[src/rtl/bias_add_pkg.sv]
// Shared types and constant helpers for the layer-6 bias/requantize block.
package bias_add_pkg;

    typedef enum logic {
        LOAD = 1'b0,
        RUN  = 1'b1
    } state_t;

    localparam int unsigned N_CH_DEF       = 4;
    localparam int unsigned FRAME_PIX_DEF  = 64;
    localparam int unsigned COEFF_W_DEF    = 8;
    localparam int unsigned ACC_W_DEF      = 32;
    localparam int unsigned OUT_W_DEF      = COEFF_W_DEF;
    localparam int unsigned BIAS_SHIFT_DEF = 8;
    localparam int unsigned OUT_SHIFT_DEF  = 8;

    // Counter width for a modulo-n counter; never narrower than one bit.
    function automatic int unsigned cnt_w(input int unsigned n);
        return (n > 1) ? $clog2(n) : 1;
    endfunction

    // Signed saturation bounds for a w-bit two's-complement word.
    function automatic int sat_max(input int unsigned w);
        return (1 << (w - 1)) - 1;
    endfunction

    function automatic int sat_min(input int unsigned w);
        return -sat_max(w) - 1;
    endfunction

endpackage

[src/rtl/bias_add_6_sat_shift.sv]
// Arithmetic right shift plus signed saturation to OUT_W bits.
// With RELU_EN defined, negative results are clamped to zero.
module sat_shift
    import bias_add_pkg::*;
#(
    parameter int unsigned IN_W  = ACC_W_DEF + 1,
    parameter int unsigned OUT_W = OUT_W_DEF,
    parameter int unsigned SHIFT = OUT_SHIFT_DEF
) (
    input  logic [IN_W-1:0]  sum,
    output logic [OUT_W-1:0] res_c
);

    localparam logic signed [IN_W-1:0] SAT_HI = IN_W'(sat_max(OUT_W));
    localparam logic signed [IN_W-1:0] SAT_LO = IN_W'(sat_min(OUT_W));

    logic signed [IN_W-1:0] shifted_c;

    always_comb begin
        shifted_c = $signed(sum) >>> SHIFT;
        if (shifted_c > SAT_HI) begin
            res_c = OUT_W'(SAT_HI);
        end else if (shifted_c < SAT_LO) begin
            res_c = OUT_W'(SAT_LO);
        end else begin
            res_c = OUT_W'(shifted_c);
        end
`ifdef RELU_EN
        if (res_c[OUT_W-1]) begin
            res_c = '0;
        end
`endif
    end

endmodule

[src/rtl/bias_add_6.sv]
// Layer-6 bias add: loads one frame of biases, then adds them per channel to the
// accumulator stream and requantizes. Define RELU_EN to fuse a ReLU on the output.
module bias_add_6
    import bias_add_pkg::*;
#(
    parameter int unsigned N_CH       = N_CH_DEF,
    parameter int unsigned FRAME_PIX  = FRAME_PIX_DEF,
    parameter int unsigned COEFF_W    = COEFF_W_DEF,
    parameter int unsigned ACC_W      = ACC_W_DEF,
    parameter int unsigned OUT_W      = OUT_W_DEF,
    parameter int unsigned BIAS_SHIFT = BIAS_SHIFT_DEF,
    parameter int unsigned OUT_SHIFT  = OUT_SHIFT_DEF
) (
    input  logic               ap_clk,
    input  logic               ap_rst,
    input  logic [COEFF_W-1:0] bias_V_dout,
    input  logic               bias_V_empty_n,
    output logic               bias_V_read,
    input  logic [ACC_W-1:0]   acc_V_dout,
    input  logic               acc_V_empty_n,
    output logic               acc_V_read,
    output logic [OUT_W-1:0]   output_V_din,
    input  logic               output_V_full_n,
    output logic               output_V_write
);

    localparam int unsigned CH_W  = cnt_w(N_CH);
    localparam int unsigned PIX_W = cnt_w(FRAME_PIX);
    localparam int unsigned SUM_W = ACC_W + 1;

    localparam logic [CH_W-1:0]  CH_LAST  = CH_W'(N_CH - 1);
    localparam logic [PIX_W-1:0] PIX_LAST = PIX_W'(FRAME_PIX - 1);

    state_t state;
    state_t state_next;

    logic [CH_W-1:0]    bias_cnt;
    logic [CH_W-1:0]    ch_cnt;
    logic [PIX_W-1:0]   pix_cnt;
    logic [COEFF_W-1:0] bias_mem [N_CH];
    logic               out_valid;
    logic [OUT_W-1:0]   out_data;

    logic               bias_xfer_c;
    logic               accept_c;
    logic               frame_done_c;
    logic signed [SUM_W-1:0] acc_wide_c;
    logic signed [SUM_W-1:0] bias_wide_c;
    logic signed [SUM_W-1:0] sum_c;
    logic [OUT_W-1:0]   res_c;

    // State register.
    always_ff @(posedge ap_clk) begin
        if (ap_rst) begin
            state <= LOAD;
        end else begin
            state <= state_next;
        end
    end

    // Next state and handshakes; everything is held off while reset is high.
    always_comb begin
        state_next   = state;
        bias_xfer_c  = 1'b0;
        accept_c     = 1'b0;
        frame_done_c = 1'b0;
        if (!ap_rst) begin
            case (state)
                LOAD: begin
                    bias_xfer_c = bias_V_empty_n;
                    if (bias_V_empty_n && (bias_cnt == CH_LAST)) begin
                        state_next = RUN;
                    end
                end
                RUN: begin
                    accept_c     = acc_V_empty_n && (!out_valid || output_V_full_n);
                    frame_done_c = accept_c && (ch_cnt == CH_LAST) && (pix_cnt == PIX_LAST);
                    if (frame_done_c) begin
                        state_next = LOAD;
                    end
                end
            endcase
        end
    end

    // Bias alignment and accumulate at ACC_W+1 bits so the sum cannot wrap.
    always_comb begin
        acc_wide_c  = SUM_W'($signed(acc_V_dout));
        bias_wide_c = SUM_W'($signed(bias_mem[ch_cnt])) <<< BIAS_SHIFT;
        sum_c       = acc_wide_c + bias_wide_c;
    end

    sat_shift #(
        .IN_W  (SUM_W),
        .OUT_W (OUT_W),
        .SHIFT (OUT_SHIFT)
    ) u_sat_shift (
        .sum   (sum_c),
        .res_c (res_c)
    );

    // Bias register file, channel/pixel counters and the output register.
    always_ff @(posedge ap_clk) begin
        if (ap_rst) begin
            bias_cnt  <= '0;
            ch_cnt    <= '0;
            pix_cnt   <= '0;
            out_valid <= 1'b0;
            out_data  <= '0;
            for (int i = 0; i < int'(N_CH); i++) begin
                bias_mem[i] <= '0;
            end
        end else begin
            if (bias_xfer_c) begin
                bias_mem[bias_cnt] <= bias_V_dout;
                bias_cnt <= (bias_cnt == CH_LAST) ? '0 : bias_cnt + 1'b1;
            end
            if (accept_c) begin
                out_data <= res_c;
                ch_cnt   <= (ch_cnt == CH_LAST) ? '0 : ch_cnt + 1'b1;
                if (ch_cnt == CH_LAST) begin
                    pix_cnt <= (pix_cnt == PIX_LAST) ? '0 : pix_cnt + 1'b1;
                end
            end
            // A same-cycle accept reloads the register, so valid stays set.
            if (accept_c) begin
                out_valid <= 1'b1;
            end else if (out_valid && output_V_full_n) begin
                out_valid <= 1'b0;
            end
        end
    end

    assign bias_V_read    = bias_xfer_c;
    assign acc_V_read     = accept_c;
    assign output_V_write = out_valid && !ap_rst;
    assign output_V_din   = ap_rst ? '0 : out_data;

endmodule
[config.mk]
export PLATFORM = sky130hd
export DESIGN_NAME = bias_add_6
export DESIGN_NICKNAME = d
export VERILOG_FILES = /design/src/rtl/bias_add_pkg.sv /design/src/rtl/bias_add_6_sat_shift.sv /design/src/rtl/bias_add_6.sv
export SDC_FILE = /design/constraint.sdc
export NUM_CORES = 1
export LEC_CHECK = 0
export BUFFER_PORTS_ARGS = -buffer_cell sky130_fd_sc_hd__clkbuf_2
export CORE_MARGIN = 5
export CORE_UTILIZATION = 52
export CTS_CLUSTER_DIAMETER = 150
export CTS_CLUSTER_SIZE = 30
export DETAILED_ROUTE_END_ITERATION = 12
export PLACE_DENSITY = 0.73
export RECOVER_POWER = 25
export SYNTH_ARGS = -nofsm -noshare
export SYNTH_HDL_FRONTEND = slang
export SYNTH_SLANG_ARGS = --single-unit
[constraint.sdc]
create_clock -name ap_clk -period 4.8 [get_ports ap_clk]
set_input_delay 0.72 -clock ap_clk [delete_from_list [all_inputs] [get_ports ap_clk]]
set_output_delay 0.72 -clock ap_clk [all_outputs]
set_load 0.005 [all_outputs]
After elaboration in Yosys (flattened, before gate mapping)
Memories as Yosys holds them, arrays and structs flattened. A register that Yosys moved wholly into a read port is not among the register bits.
Cells that the tools add are included.
- memories: 1
- output and inout bits: 11
- bits in writable memories: 32
- flip-flop bits (word level): 20
- memories (name ; depth ; bits a word ; rd ports ; clocked after memory_dff ; write ports ; RTL line ; source):
    bias_mem ; 4 ; 8 ; 1 ; 1 ; 4 ; bias_add_6.sv:40 ; logic [COEFF_W-1:0] bias_mem [N_CH];
- muxes and demuxes: 25
- bitwise operators: 1
- reduce and logical (&&, ||, !) cells: 12
- eq/ne operators: 3
- magnitude comparators: 2
- add/sub/neg operators: 4
- operators by type and width (kind ; number):
    adder 32 x 16 -> 33 bit ; 1
    2-to-1 mux 8 bit ; 4
    > comparator 25 x 8 -> 1 bit (second input constant) ; 1
    less-than comparator 25 x 8 -> 1 bit (second input constant) ; 1
    2-to-1 mux 1 bit ; 14
    2-to-1 mux 2 bit ; 5
    OR reduction 8 bit ; 1
    adder 6 x 1 -> 6 bit (second input constant) ; 1
    == test 6 bit (second input constant) ; 1
    logical AND 1 bit ; 6
    2-to-1 mux 6 bit ; 1
    adder 2 x 1 -> 2 bit (second input constant) ; 2
    == test 2 bit (second input constant) ; 2
    zero test 1 bit ; 2
    one-hot mux 1 bit (2 select lines) ; 1
    AND reduction 2 bit ; 1
    nonzero test 2 bit ; 1
    logical OR 1 bit ; 1
    inverter 1 bit ; 1

Logic depth before layout (Yosys ltp)
- word-level depth: 7
- depth in mapped cells: 14
- mapped depth without buffers: 13

By module
From an unflattened synthesis, not the netlist that was laid out.
- cell total of the unflattened synthesis: 368
- area total of the unflattened synthesis: 3673.5 um^2
- by module, submodules not included (module ; area an instance (um^2) ; sequential area each (um^2) ; cells an instance ; instances):
    bias_add_6 ; 3522.1 ; 1401.3 ; 346 ; 1
    sat_shift ; 151.4 ; 0.0 ; 22 ; 1

Least setup slack after synthesis
Ideal clock, no wire load.
- path kind: register to register
- start point: reg with a tool-made name
- end point: reg out_data[0]
- path buffers: 2
- arrival: 3.714 ns
- stages on the path, launching flop included: 14
- period minus slack after synthesis: 3.842 ns
- path slack: 0.958 ns
- setup time: 0.128 ns
- data required time: 4.672 ns
- path through: dfxtp_1 clkbuf_1 mux4_2 ha_1 buf_4 and4_2 nand2_2 o2bb2ai_4 and2_4 or3_4 a2111oi_4 nand4b_2 o31ai_4 a2bb2oi_1
- RTL lines (element ; RTL line ; source):
    to (signal assigned) ; bias_add_6.sv:119 ; out_data <= res_c;
    to (decl) ; bias_add_6.sv:42 ; logic [OUT_W-1:0] out_data;

==> out/summary.log <==
INFO  yosys          synth_warnings=0
INFO  floorplanning  rows=32
INFO  global_route   globalRouteMet1Util=23.8%
INFO  detailed_routing drt_first_pass_iters=4
INFO  layout         filler_cell_count=692
INFO  global_route   globalRouteTotalUtil=19.2%
INFO  yosys          synth_simple_gate_area_share=25.2%
INFO  run            cap_violations=0
INFO  yosys          synth_compound_gate_area_share=21.9%
INFO  hold_path      worstHoldPathType=flop to flop
INFO  timing         finalSetupViolations=0
INFO  yosys          syn_nets=507
INFO  timing         fin_tns_setup=0ns
INFO  layout         nNetsFinal=545
INFO  detailed_routing totalWireLength=9380um
INFO  clock_tree     cts_setup_buffers=0
INFO  detailed_routing wl_per_cell=16.3um
INFO  global_route   grt_busiest_layer=met2
INFO  worst_setup_path timing.setup.critical_path_class=flop to flop
INFO  floorplanning  die_w=100um
INFO  yosys          synth_area_per_cell=9.74um^2
INFO  timing         clock_skew=0.00652ns
INFO  detailed_routing detail-route-antenna-nets=0
INFO  clock_tree     cts_max_path_buffers=2
INFO  detailed_routing detailroute.via_count=3443
INFO  floorplanning  initial_core_util=54.1%
INFO  layout         sequential_cell_area=1400um^2
INFO  yosys          ys_dominant_reg_cell=sky130_fd_sc_hd__edfxtp_1
INFO  yosys          syn-instance-count=434
INFO  worst_setup_path worstSetupStartpointType=flop
INFO  worst_setup_path worstSetupEndpointType=flop
INFO  timing         worst_tran_pin_value=0.986ns
INFO  clock_tree     clk_pin_slew=0.09ns
INFO  floorplanning  io_pins=56
INFO  clock_tree     tritoncts=yes
INFO  global_route   grt_first_pass_wirelength=15700um
INFO  detailed_routing drc=0
INFO  clock_tree     postCtsResizedCells=0
INFO  timing         post-route-min-period=3.95ns
INFO  timing         slew-limit-headroom=34.1%
INFO  worst_setup_path worst-r2r-setup-slack=0.85ns
INFO  clock_tree     cts_hold_buffers=0
INFO  global_route   grt-ovfl-total=0
INFO  place          placement.io_buffers=47
INFO  clock_tree     cts_made_buffers=5
INFO  yosys          synth_top_family_by_area=simple AND/OR/NAND/NOR gates
INFO  timing         timing_max_transition_violations_final=0
INFO  clock_tree     htree_levels=2
INFO  detailed_routing dr.first_iter.drc_count=132
INFO  worst_setup_path crit_path_max_fanout=7
INFO  global_route   first_global_vias=3401
INFO  clock_tree     worstSkewPairLatency=0.30ns
INFO  yosys          synth-edff-count=32
INFO  worst_setup_path critical_path.cell_chain=buf_4 > mux4_2 > ha_1 > inv_1 > fa_1 > nand2b_1 > a21o_1 > a211oi_4 > o211ai_2 > a211oi_1 > or3_1 > a31oi_1 > o31ai_4 > a2bb2oi_1
INFO  layout         multi_input_area=2690um^2
INFO  timing         max_freq=253MHz
INFO  global_route   pin_count_of_the_biggest_net_entering_global_routing=24
INFO  floorplanning  die_height=100um
INFO  yosys          synth-xor-area-share=3.29%
INFO  worst_setup_path worstPathArrival=4.14ns
INFO  yosys          ys_seq_elements=54
INFO  timing         unrepaired_setup_endpoints_after_global_routing=no
INFO  place          hpwlAfterDp=7310um
INFO  worst_setup_path cp_slowest_stage_delay=0.43ns
INFO  clock_tree     clock_tree.root_cell=sky130_fd_sc_hd__clkbuf_8
INFO  yosys          ys_seq_area_share=33.2%
INFO  pwr            leakage=1.82nW
INFO  timing         final_worst_path_cycle_share=82.3%
INFO  global_route   grt.met3_usage=2.08%
INFO  global_route   grt_use_met2=35.4%
INFO  timing         hold_violation_count_in_the_final_report=0
INFO  floorplanning  area_of_the_die=10000um^2
INFO  clock_tree     cts.sink_count=54
INFO  yosys          async_flop_share=0%
INFO  place          place_inst=567
INFO  pwr            vdd_ir_drop_max=0.258mV
INFO  layout         synthToLayoutAreaGrowth=8.77%
INFO  layout         antenna-diode-count=0
INFO  outcome        outcome=finished, final reports clean
INFO  place          finalWeightedCongestion=0.867
INFO  floorplanning  coreArea=7810um^2
INFO  detailed_routing post_drt_via_cell_ratio=5.99
INFO  worst_setup_path crit_path_top_delay_cell=sky130_fd_sc_hd__o31ai_4
INFO  layout         final_layout_size_suffix_gt1_share=22.0%
INFO  yosys          netlist-cell-type-count=75
INFO  global_route   number_of_antenna_violations_at_the_first_check_in_global_routing=0
INFO  yosys          synthMuxAreaShare=4.97%
INFO  pwr            power-per-cell-area=254nW/um^2
INFO  layout         final_cell_count_no_fill=575
INFO  worst_setup_path worstPathRequired=4.98ns
INFO  yosys          synth.cell_area=4230um^2
INFO  yosys          synthAdderAreaFrac=8.47%
[flip-flops by register name, summed over array words and instances, names as in the netlist, named ones only]
signal,flops
bias_cnt,2
state,1
out_data,8
ch_cnt,2
out_valid,1
pix_cnt,6
bias_mem,32
[worst paths after layout]
check / from / endpoint / cells past startpoint
worst max register to register: flop / out_data[3]$_SDFFE_PP0P_ / 14
worst max-delay path: flop / out_data[3]$_SDFFE_PP0P_ / 14
worst min-delay path: ch_cnt[1]$_SDFFE_PP0P_ / ch_cnt[1]$_SDFFE_PP0P_ / 2
worst min register to register: ch_cnt[1]$_SDFFE_PP0P_ / ch_cnt[1]$_SDFFE_PP0P_ / 2
[report_power, final]
| group | internal [mW] | leakage [nW] | switching (mW) | total, mW |
|---|---|---|---|---|
| Clock | 0.103 | 0.0413 | 0.144 | 0.247 |
| Sequential | 0.508 | 0.510 | 0.00521 | 0.513 |
| Combinational | 0.163 | 1.27 | 0.247 | 0.409 |
| Total | 0.773 | 1.82 | 0.396 | 1.17 |
[synthesized netlist by cell type (2+ instances only)]
cell type                    n  area [um^2]
sky130_fd_sc_hd__a21oi_2     5         43.8
sky130_fd_sc_hd__or2_2       5         31.3
sky130_fd_sc_hd__a211oi_4    3         60.1
sky130_fd_sc_hd__inv_1       8         30.0
sky130_fd_sc_hd__dfxtp_1    22          440
sky130_fd_sc_hd__a311oi_1    2         17.5
sky130_fd_sc_hd__or4_1       2         15.0
sky130_fd_sc_hd__nand4_1    11         68.8
sky130_fd_sc_hd__a2bb2oi_1   9         78.8
sky130_fd_sc_hd__buf_4       5         37.5
sky130_fd_sc_hd__a21oi_1    25          125
sky130_fd_sc_hd__mux2i_1     3         30.0
sky130_fd_sc_hd__mux4_2      8          180
sky130_fd_sc_hd__a21o_1      5         37.5
sky130_fd_sc_hd__ha_1       27          338
sky130_fd_sc_hd__o211ai_1    6         45.0
sky130_fd_sc_hd__o21a_4      2         30.0
sky130_fd_sc_hd__o211ai_2    3         37.5
sky130_fd_sc_hd__and4_2      2         20.0
sky130_fd_sc_hd__nand2_1    32          120
sky130_fd_sc_hd__and2_1     27          169
sky130_fd_sc_hd__clkbuf_1    5         18.8
sky130_fd_sc_hd__a211oi_1    5         37.5
sky130_fd_sc_hd__nand3_1    15         75.1
sky130_fd_sc_hd__nor2_1     31          116
sky130_fd_sc_hd__or4b_2      2         20.0
sky130_fd_sc_hd__nor3_1     10         50.1
sky130_fd_sc_hd__buf_2       8         40.0
sky130_fd_sc_hd__nor3b_1     2         15.0
sky130_fd_sc_hd__and3_1     13         81.3
sky130_fd_sc_hd__xnor2_1     9         78.8
sky130_fd_sc_hd__o21ai_2     4         35.0
sky130_fd_sc_hd__nor2b_1    14         87.6
sky130_fd_sc_hd__o21a_1      4         30.0
sky130_fd_sc_hd__nor4_1      4         25.0
sky130_fd_sc_hd__o21ai_0    10         50.1
sky130_fd_sc_hd__a22oi_1     3         22.5
sky130_fd_sc_hd__o21ai_1     2         10.0
sky130_fd_sc_hd__and4_1      2         17.5
sky130_fd_sc_hd__or3_1       5         31.3
sky130_fd_sc_hd__xor2_1      5         43.8
sky130_fd_sc_hd__edfxtp_1   32          961
sky130_fd_sc_hd__a211o_1     2         17.5
sky130_fd_sc_hd__nand2b_1    4         25.0
[cell families after synthesis]
| kind of cell | count (synthesis) |
|---|---|
| flops | 54 |
| xor+xnor | 15 |
| simple gates | 191 |
| mux | 11 |
| compound gates | 108 |
| fa+ha+maj | 28 |
| buf+inv | 27 |
[cell type report]
class / count / share of cell area [%]
Clock buffer: 6 / 1.58
Timing Repair Buffer: 50 / 5.58
Multi-Input combinational cell: 353 / 58.6
Clock inverter: 2 / 0.299
Sequential cell: 54 / 30.5
Inverter: 8 / 0.653
Tap cell: 102 / 2.78
[critical path: cells and delay by family (launching register included)]
kind | cells | cell delay, ns
flip-flops | 1 | 0.35
AND/OR/NAND/NOR | 2 | 0.36
multiplexers | 1 | 0.38
buffers and inverters | 2 | 0.27
AO/OA/AOI/OAI | 7 | 1.84
adder cells (fa/ha/maj) | 2 | 0.64
[layer usage]
layer  routed length, um  part of all wire [%]  vias to the layer above
met3                 345                   3.7                       11
met2                4970                    53                       81
met4                 121                   1.3                        0
met5                   0                     0                        -
met1                3940                    42                     1625
li1                    -                     -                     1726
[layout by cell type, fill, tap and decap left out, types with 3 or more instances in the layout]
cell type and n:
sky130_fd_sc_hd__o21ai_0 10, sky130_fd_sc_hd__o211ai_1 6, sky130_fd_sc_hd__mux4_2 8, sky130_fd_sc_hd__and3_1 13, sky130_fd_sc_hd__a211oi_1 5, sky130_fd_sc_hd__nor2_1 31, sky130_fd_sc_hd__o211ai_2 3, sky130_fd_sc_hd__or2_2 5
sky130_fd_sc_hd__ha_1 27, sky130_fd_sc_hd__clkbuf_8 5, sky130_fd_sc_hd__a21o_1 5, sky130_fd_sc_hd__and2_1 27, sky130_fd_sc_hd__mux2i_1 3, sky130_fd_sc_hd__clkbuf_2 46, sky130_fd_sc_hd__a21oi_1 25, sky130_fd_sc_hd__nand3_1 15
sky130_fd_sc_hd__nor2b_1 14, sky130_fd_sc_hd__a2bb2oi_1 9, sky130_fd_sc_hd__o21a_1 4, sky130_fd_sc_hd__nand2b_1 4, sky130_fd_sc_hd__a21oi_2 5, sky130_fd_sc_hd__nor4_1 4, sky130_fd_sc_hd__dfxtp_1 22, sky130_fd_sc_hd__or3_1 5
sky130_fd_sc_hd__nand2_1 32, sky130_fd_sc_hd__nand4_1 11, sky130_fd_sc_hd__xnor2_1 9, sky130_fd_sc_hd__o21ai_2 4, sky130_fd_sc_hd__buf_4 3, sky130_fd_sc_hd__nor3_1 10, sky130_fd_sc_hd__xor2_1 5, sky130_fd_sc_hd__a211oi_4 3
sky130_fd_sc_hd__inv_1 8, sky130_fd_sc_hd__edfxtp_1 32, sky130_fd_sc_hd__a22oi_1 3
[per-stage QoR]
| step | setup WS [ns] | hold slack (ns) | area [um^2] | power (mW) | util [%] |
|---|---|---|---|---|---|
| 6_report | 0.848 | 0.495 | 4600 | 1.17 | 58.9 |
| 5_1_grt | 0.490 | 0.524 | 4600 | 1.24 | 58.9 |
| 4_1_cts | 0.802 | 0.495 | 4600 | 1.18 | 58.9 |
| 3_5_place_dp | 0.838 | 0.483 | 4510 | 0.930 | 57.8 |
| 3_3_place_gp | 0.881 | 0.470 | 4510 | 0.920 | 57.8 |
| 2_1_floorplan | 0.958 | 0.453 | 4230 | 0.846 | - |
No activity file was read; power rests on OpenSTA's default activity.
